### src/rtl/mux_2to1_32bit.sv
// Two-input word selector with a combinational result, a registered copy of it,
// and clocked select-activity status (change pulse and saturating select-B count).
module mux_2to1_32bit #(
    parameter int WIDTH = 32,
    parameter int CNT_W = 16
) (
    input  logic             clk_i,
    input  logic             rst_i,
    input  logic [WIDTH-1:0] a_i,
    input  logic [WIDTH-1:0] b_i,
    input  logic             se_i,
    output logic [WIDTH-1:0] c_o,
    output logic [WIDTH-1:0] c_r_o,
    output logic             se_r_o,
    output logic             sel_chg_o,
    output logic [CNT_W-1:0] sel_b_cnt_o
);

    logic [WIDTH-1:0] c_r_q, c_r_d;
    logic             se_r_q, se_r_d;
    logic             sel_chg_q, sel_chg_d;
    logic [CNT_W-1:0] cnt_q, cnt_d;

    // Pure select path: must not depend on clock, reset or any register.
    assign c_o = se_i ? b_i : a_i;

    always_comb begin
        c_r_d     = c_o;
        se_r_d    = se_i;
        sel_chg_d = (se_i != se_r_q);
        cnt_d     = cnt_q;
        // Saturate at all-ones rather than wrapping back to zero.
        if (se_i && (cnt_q != {CNT_W{1'b1}})) begin
            cnt_d = cnt_q + 1'b1;
        end
    end

    always_ff @(posedge clk_i) begin
        if (rst_i) begin
            c_r_q     <= '0;
            se_r_q    <= 1'b0;
            sel_chg_q <= 1'b0;
            cnt_q     <= '0;
        end else begin
            c_r_q     <= c_r_d;
            se_r_q    <= se_r_d;
            sel_chg_q <= sel_chg_d;
            cnt_q     <= cnt_d;
        end
    end

    assign c_r_o       = c_r_q;
    assign se_r_o      = se_r_q;
    assign sel_chg_o   = sel_chg_q;
    assign sel_b_cnt_o = cnt_q;

endmodule

### config.mk
export PLATFORM = sky130hd
export DESIGN_NAME = mux_2to1_32bit
export DESIGN_NICKNAME = d
export VERILOG_FILES = /design/src/rtl/mux_2to1_32bit.sv
export SDC_FILE = /design/constraint.sdc
export NUM_CORES = 1
export LEC_CHECK = 0
export ABC_AREA = 1
export CAP_MARGIN = 10
export CORE_UTILIZATION = 37
export CTS_BUF_LIST = sky130_fd_sc_hd__clkbuf_8
export DETAILED_ROUTE_END_ITERATION = 10
export GPL_TIMING_DRIVEN = 0
export PLACE_DENSITY_LB_ADDON = 0.12
export SLEW_MARGIN = 25
export SYNTH_ARGS = -nofsm -noshare
export SYNTH_HDL_FRONTEND = slang
export SYNTH_SLANG_ARGS = --single-unit
### constraint.sdc
create_clock -name clk_i -period 2.07 [get_ports clk_i]
set_clock_uncertainty 0.1 [all_clocks]
set_input_delay 0.3105 -clock clk_i [delete_from_list [all_inputs] [get_ports clk_i]]
set_output_delay 0.3105 -clock clk_i [all_outputs]
set_load 0.01 [all_outputs]
-- Word-level counts from Yosys, hierarchy flattened
Index checks and enable logic that the tools add are counted.
- bits in registers: 50
- output and inout port bits: 82
- $add $sub $neg: 1
- eq/ne operators: 2
- mux-type cells: 1
- reduce and logical (&&, ||, !) cells: 1
- operators with widths (operator ; count):
    32-bit 2-to-1 mux ; 1
    16-bit by 1-bit adder with 16-bit output (second input constant) ; 1
    16-bit inequality test (second input constant) ; 1
    1-bit logical AND ; 1
    1-bit inequality test ; 1

-- Depth between registers and ports, before layout
Gate-level depths: netlist (run 1).
- depth after elaboration: 2
- gate-level depth with buffers: 9
- mapped depth without buffers: 9

-- Least setup slack after synthesis (run 1)
OpenSTA, ideal clock, no wires.
- kind: flip-flop to flip-flop
- from: register cnt_q[0] (netlist: sel_b_cnt_o[0])
- to: register cnt_q[9] (netlist: sel_b_cnt_o[9])
- setup time: 0.115 ns
- arrival: 1.313 ns
- data required time: 1.855 ns
- setup slack: 0.542 ns
- stages on the path, launching flop included: 8
- buffers on the path: 1
- cells stage by stage: dfxtp_1 > ha_1 > nand3_1 > nor2_4 > nand3_4 > buf_6 > a21oi_1 > nor2_1
- cells in the longest elaborated chain, start to end: 2
- elaborated cells between the ends (all ways): 3
- classes of those cells: add/sub (1); eq/ne (1); reduce/logical (1)
- ends and longest elaborated chain (element ; line ; source):
    start: declaration ; 22 ; logic [CNT_W-1:0] cnt_q, cnt_d;
    start signal: assignment ; 48 ; cnt_q <= cnt_d;
    branches (longest 2 deep; another with 16-bit by 1-bit adder with 16-bit output) ; n/a ;
Parallel ways; which one is timed is not known.
A chain may end at the register's enable or synchronous reset.

-- Worst setup path after layout (run 1)
- from: input se_i
- to: output c_o[10]
- cells in the longest elaborated chain, start to end: 1
- ends and longest elaborated chain (element ; line ; source):
    start: declaration ; 11 ; input logic se_i,
    32-bit 2-to-1 mux ; 25 ; assign c_o = se_i ? b_i : a_i;
    end: declaration ; 12 ; output logic [WIDTH-1:0] c_o,
No other way between the ends.

==> results of run 1 <==
Yosys cell counts:
master / instances / area, um^2
dfxtp_1: 50 / 1000
nor2_4: 3 / 33.8
nor3b_1: 1 / 7.51
nand3_2: 2 / 20.0
clkinv_1: 1 / 3.75
nand2_4: 1 / 11.3
xnor2_1: 1 / 8.76
nand3_4: 1 / 17.5
nand2_2: 2 / 12.5
nand3_1: 15 / 75.1
buf_2: 6 / 30.0
o21ai_0: 1 / 5.00
nor2_8: 1 / 20.0
nor3_1: 1 / 5.00
ha_1: 1 / 12.5
nor2_2: 4 / 25.0
a21oi_1: 40 / 200
inv_2: 1 / 3.75
buf_6: 1 / 11.3
nand2_1: 138 / 518
inv_1: 12 / 45.0
nor2_1: 41 / 154
clkbuf_1: 6 / 22.5
cell type report:
type                            count  area (um^2)
Fill cell                         490         1710
Timing Repair Buffer              147         1490
Multi-Input combinational cell    253         1130
Sequential cell                    50         1000
Buffer                             13          104
Tap cell                           72         90.1
Clock buffer                        6         82.6
Inverter                           14         57.6
Clock inverter                      2         12.5
what timing repair did:
item / CTS / global route
endpoints found under the setup margin: 32 / 29
resized for setup: 14 / 16
buffers inserted: 0 / 0
flip-flops by register name, indices dropped and copies added (netlist names):
register     cells
c_r_o           32
sel_b_cnt_o     16
se_r_o           1
sel_chg_o        1
per-stage QoR:
| step | setup TNS, ps | hold WS, ps |
|---|---|---|
| floorplan | 0 | 373 |
| global placement | -15620 | 384 |
| detailed placement | -16400 | 399 |
| CTS | 0 | 153 |
| global route | -7.07 | 164 |
| finish | 0 | 162 |
worst register-to-register path, delay by kind of cell (launching register included):
kind | cells | cell delay [ps]
flops | 1 | 410
simple gates | 4 | 490
fa+ha+maj | 1 | 250
compound gates | 1 | 130
buf+inv | 1 | 180
worst min-delay path by stage:
stage / start / end / slack [ps] / cells after the start
6_report: rst_i / c_r_o[21] / 160 / 2
5_1_grt: rst_i / c_r_o[22] / 160 / 2
3_3_place_gp: se_r_o / sel_chg_o / 380 / 2
3_5_place_dp: se_r_o / sel_chg_o / 400 / 2
4_1_cts: rst_i / c_r_o[22] / 150 / 2
2_1_floorplan: b_i[30] / c_r_o[30] / 370 / 2
cells by family (layout without fill, tap and decap cells):
logic type	count (synthesis)	count (layout)	share of synthesized area
and+or+nand+nor	210	210	0.401
DFF	50	50	0.446
AOI/OAI and AO/OA	41	41	0.0915
buffers and inverters	27	182	0.0519
adders and majority gates	1	1	0.00558
xor gates and xnor gates	1	1	0.00390
power by group through the flow:
stage               sequential (uW)  clock (uW)  combinational, uW
finish                         1020         611                531
CTS                            1020         623                533
floorplan                      1070           0                152
detailed placement             1050           0                524
global placement               1040           0                518
global route                   1030         665                574
layer usage:
metal  up-vias  global-route usage
li1       1346                   -
met1      1185               0.266
met2       117               0.405
met3        15              0.0731
met4         0              0.0964
met5         -                   0
==> metrics.md, run 1 <==
| Metric | Value |
|---|---|
| Status | finished clean |
| Post-Route M1 WL | 2.96 mm |
| Final Hold Viols | 0 |
| CP required | about 1700 ps |
| Delay-heaviest family, CP | buffers and inverters |
| Layout cells sized above 1 | 0.0722 |
| ANT cells | 0 |
| Placed Area | around 0.0038 mm^2 |
| Synth warn | 0 |
| DR top layer | met4 |
| Slowest stage delay, CP | 560 ps |
| Initial cell density of the core | 0.395 |
| Clock network power share | 0.282 |
| Die Wd | about 80 um |
| Largest net degree at the start of global routing | 16 |
| H-tree levels | 2 |
| Non-filler cells in the finished layout | between 500 and 600 |
| FF+latch count, synth | 50 |
| Most frequent cells in the layout | nand2_1 (138), clkdlybuf4s50_1 (138), dfxtp_1 (50) |
| First-pass GRT wire length | 11.4 mm |
| Clk sinks | 50 |
| LEAKAGE | between 0.0015 and 0.002 uW |
| Hold buffer count at CTS | 0 |
| Switching portion of total power | 0.265 |
| Synth Area per Inst | about 7 um^2 |
| Pre-CTS setup slack | -568 ps |
| # DRC | 0 |
| Vias | roughly 2,700 |
| Mapped Area | about 0.0022 mm^2 |
| Worst Tran Pin Value | about 500 ps |
| Post-synthesis sequential area ratio | 0.446 |
| Reg2reg start | sel_b_cnt_o[0] |
| Number of antenna-violating nets in the routed design | 0 |
| Buffers & Inverters on Critical Path | 4 |
| Crit path to | c_o[10] |
| Max Freq | around 490 MHz |
| Clock slew at reported path FFs | 100 ps |
| Die Span Y | 79.9 um |
| Power density over cell area | ~550 mW/mm^2 |
| Vias in the first global route | around 2,500 |
| Critical path's slowest cell | clkdlybuf4s50_1 |
| Die footprint | 0.00638 mm^2 |
| Crit path cell chain | clkdlybuf4s15_2 > buf_8 > buf_6 > nand2_1 > nand2_1 > clkdlybuf4s50_1 |
| Routed wl met2 | ~3.7 mm |
| GRT Overall Usage | 0.235 |
| Sequential Power Share | 0.472 |
| Setup violations, final | 0 |
| Core area | roughly 0.0057 mm^2 |
| Min Tclk post-route | slightly above 2000 ps |
| Port Buf Inserts | between 100 and 150 |
| Critical path class | input pin to output port |
| First-pass DRT Iterations | 4 |
| Placed cells | 549 |
| Layout area overhead | 76.8% |
| Row Count | 27 |
| Logic pwr share | 0.245 |
| Slew HR | 0.676 |
| TritonCTS clock tree | built |
| Fin util | 0.699 |
| Clk_lat worst skew | roughly 310 ps |
| Final instance area | 0.00397 mm^2 |
| Routed wl met3 | just under 600 um |
| RSZ-0062 raised after global routing | yes |
| Synth Instances | between 300 and 400 |
| Peak VDD IR | roughly 0.00034 V |
| Worst Setup SP | se_i |
| CTS root buf | clkbuf_8 |
| Hold Crit Class | input pin to register |
| Via density | approximately 4.8 |
| PnR Total Power | approximately 2200 uW |
| Crit end category | output port |
| RePlAce Congestion | around 0.85 |
| CP Max Fanout | 10 |
| Psw | 574 uW |
| Crit path top cell by count | nand2_1 |
| Max Slew Vio Count | 0 |
| Number of I/O pins | approximately 150 |
| Max cap viols | 0 |
| CTS max path bufs | 2 |
| Net count, final | 552 |
| Total grt overflow | 0 |
| Final worst slack | between 40 and 50 ps |
| Final WL | around 7.5 mm |
| Syn_nets | about 400 |
| Critical path startpoint category | input pin |
| Initial antenna violation count | 0 |
| Worst Reg-to-Reg Cells | 7 |
| Period utilisation layout | 0.980 |
| WP depth | 6 |
| Critical Path AT | approximately 1600 ps |
| HPWL reported at the end of detailed placement | between 5 and 6 mm |
| CTS buffer count | 5 |
| DR WL/cell | between 10 and 15 um |
| Power Internal | between 1500 and 2000 uW |
| FF-to-FF setup slack | between 400 and 500 ps |
| DR iter-0 viols | roughly 140 |
| RR Endpoint | sel_b_cnt_o[6] |
| Yosys cell types | 23 |
No activity file was read; power rests on OpenSTA's default activity.
==> run 2, diff against run 1 <==
Settings changed: GPL_ROUTABILITY_DRIVEN from default to 0, SLEW_MARGIN 25 to default.
==> results of run 2 <==
The final DEF is identical to that of run 1; final timing and power are the same.
==> run 3, diff against run 2 <==
==> constraint.sdc (replaced) <==
create_clock -name clk_i -period 2.07 [get_ports clk_i]
set_clock_uncertainty 0.1 [all_clocks]
set_input_delay 0.414 -clock clk_i [delete_from_list [all_inputs] [get_ports clk_i]]
set_output_delay 0.414 -clock clk_i [all_outputs]
set_load 0.01 [all_outputs]
==> run 3 against run 2 <==
Compared with the run above: sequential power hardly changed; core utilization up 0.088 points; power is 0.91% lower; wire length rose by 1.3%; critical path type unchanged.
==> metrics.md, run 3 (synthesized netlist as in run 1, its figures left out) <==
| Metric | Value |
|---|---|
| Critical Path AT | 1400 ps (was 1620 ps) |
| GRT Overall Usage | 0.239 (was 0.235) |
| # DRC | 0 (unchanged) |
| Critical path startpoint category | input pin (unchanged) |
| Min Tclk post-route | 1910 ps (was 2030 ps) |
| Crit path cell chain | buf_2 > buf_6 > buf_4 > buf_6 > nand2_1 > nand2_1 > dlygate4sd2_1 (was clkdlybuf4s15_2 > buf_8 > buf_6 > nand2_1 > nand2_1 > clkdlybuf4s50_1) |
| Max Slew Vio Count | 0 (unchanged) |
| Clk_lat worst skew | 310 ps (about the same) |
| Clock slew at reported path FFs | 90 ps (was 100 ps) |
| Initial antenna violation count | 0 (unchanged) |
| Slowest stage delay, CP | 280 ps (was 560 ps) |
| Initial cell density of the core | 0.395 (unchanged) |
| CTS max path bufs | 2 (unchanged) |
| TritonCTS clock tree | built (unchanged) |
| Critical path class | input pin to output port (unchanged) |
| Critical path's slowest cell | dlygate4sd2_1 (was clkdlybuf4s50_1) |
| Final WL | 7.57 mm (was 7.48 mm) |
| CTS root buf | clkbuf_8 (unchanged) |
| Slew HR | 0.683 (was 0.676) |
| RSZ-0062 raised after global routing | no (was yes) |
| Hold Crit Class | input pin to register (unchanged) |
| Status | finished clean (unchanged) |
| Vias | 2,670 (was 2,663) |
| Row Count | 27 (unchanged) |
| DR iter-0 viols | 96 (was 139) |
| First-pass DRT Iterations | 4 (unchanged) |
| Largest net degree at the start of global routing | 16 (unchanged) |
| Hold buffer count at CTS | 0 (unchanged) |
| Reg2reg start | sel_b_cnt_o[0] (unchanged) |
| CTS buffer count | 5 (unchanged) |
| HPWL reported at the end of detailed placement | 5.71 mm (unchanged) |
| Min-delay src | rst_i (unchanged) |
| Vias in the first global route | 2,585 (was 2,546) |
| Power density over cell area | 540 mW/mm^2 (was 546 mW/mm^2) |
| Die Wd | 79.9 um (unchanged) |
| DR WL/cell | 13.5 um (was 13.4 um) |
| Peak VDD IR | 0.000340 V (was 0.000337 V) |
| H-tree levels | 2 (unchanged) |
| Most common cell after layout, fill and taps aside | nand2_1 |
| CP required | 1560 ps (was 1660 ps) |
| Worst Setup SP | se_i (unchanged) |
| Setup violations, final | 0 (unchanged) |
| Fill cells | 500 (was 490) |
| Max cap viols | 0 (unchanged) |
| Final instance area | 0.00397 mm^2 (about the same) |
| Net count, final | 555 (was 552) |
| Layout cells sized above 1 | 0.0779 (was 0.0722) |
| Fin util | 0.700 (was 0.699) |
| Number of antenna-violating nets in the routed design | 0 (unchanged) |
| Layout area overhead | 77.0% (was 76.8%) |
| First-pass GRT wire length | 11.7 mm (was 11.4 mm) |
| Period utilisation layout | 0.925 (was 0.980) |
| Final Hold Viols | 0 (unchanged) |
| Port Buf Inserts | 147 (unchanged) |
| Crit end category | output port (unchanged) |
| Clk sinks | 50 (unchanged) |
| Total grt overflow | 0 (unchanged) |
| Placed Area | 0.00380 mm^2 (unchanged) |
| Via density | 4.77 (was 4.78) |
| Core area | 0.00568 mm^2 (unchanged) |
| Number of I/O pins | 149 (unchanged) |
| LEAKAGE | 0.00185 uW (was 0.00177 uW) |
| Die Span Y | 79.9 um (unchanged) |
| CP Max Fanout | 10 (unchanged) |
| ANT cells | 0 (unchanged) |
| Largest register FFs | 32 (unchanged) |
| Worst Tran Pin Value | 476 ps (was 486 ps) |
| Max Freq | 522 MHz (was 493 MHz) |
| Die footprint | 0.00638 mm^2 (unchanged) |
| Most frequent cells in the layout | nand2_1 (138), clkdlybuf4s50_1 (114), dfxtp_1 (50) (was nand2_1 (138), clkdlybuf4s50_1 (138), dfxtp_1 (50)) |
## run 3: changes by cell type in the layout (fill, tap and decap cells not counted), moves of 3 or more
cell,previous run,this run
buf_4,0,3
clkbuf_4,3,0
clkbuf_8,6,9
clkdlybuf4s50_1,138,114
dlygate4sd2_1,0,23
## run 3: worst paths after layout
kind | to | slack (ps) | cells after the start
max reg2reg | sel_b_cnt_o[7] | 410 | 7
min | c_r_o[22] | 260 | 2
min reg2reg | sel_chg_o | 420 | 2
max | c_o[10] | 160 | 7
## run 3: area by class of cell
class	count	area [um^2]	share of cell area
buffer	13	119	0.0299
timing repair buffer	150	1480	0.373
multi-input combinational	253	1130	0.284
clock buffer	6	82.6	0.0208
tap	72	90.1	0.0227
inverter	14	57.6	0.0145
clock inverter	2	12.5	0.00315
sequential	50	1000	0.252
## run 3: report_power, final
part	internal, uW	switching [uW]	leakage, uW
Sequential	1010	15.2	0.000412
Combinational	293	218	0.00139
Clock	270	342	0.0000472
## run 3: critical path: cells and delay by family
| family | cells | cell delay (ps) |
|---|---|---|
| buffers and inverters | 5 | 830 |
| and+or+nand+nor | 2 | 140 |
## run 3: repair_timing
| action | 4_1_cts | 5_1_grt |
|---|---|---|
| resized for setup | 46 | 9 |
| setup endpoints to repair | 32 | 9 |
| setup buffers | 2 | 1 |
## run 3: layer usage
layer,vias up,share of wire,track usage
met5,-,0,0
li1,1354,-,-
met2,107,0.50,0.408
met4,0,0.032,0.113
met3,17,0.076,0.0811
met1,1192,0.39,0.265
## run 3: through the flow
step / hold WS, ps / setup WS (ps) / TNS [ps] / cells / total power [uW]
2_1_floorplan: 433 / 542 / 0 / 330 / 1220
3_3_place_gp: 384 / -745 / -22240 / 549 / 1560
3_5_place_dp: 399 / -775 / -23060 / 549 / 1570
4_1_cts: 256 / 10.7 / 0 / 559 / 2160
5_1_grt: 266 / 96.2 / 0 / 560 / 2250
6_report: 263 / 155 / 0 / 560 / 2140
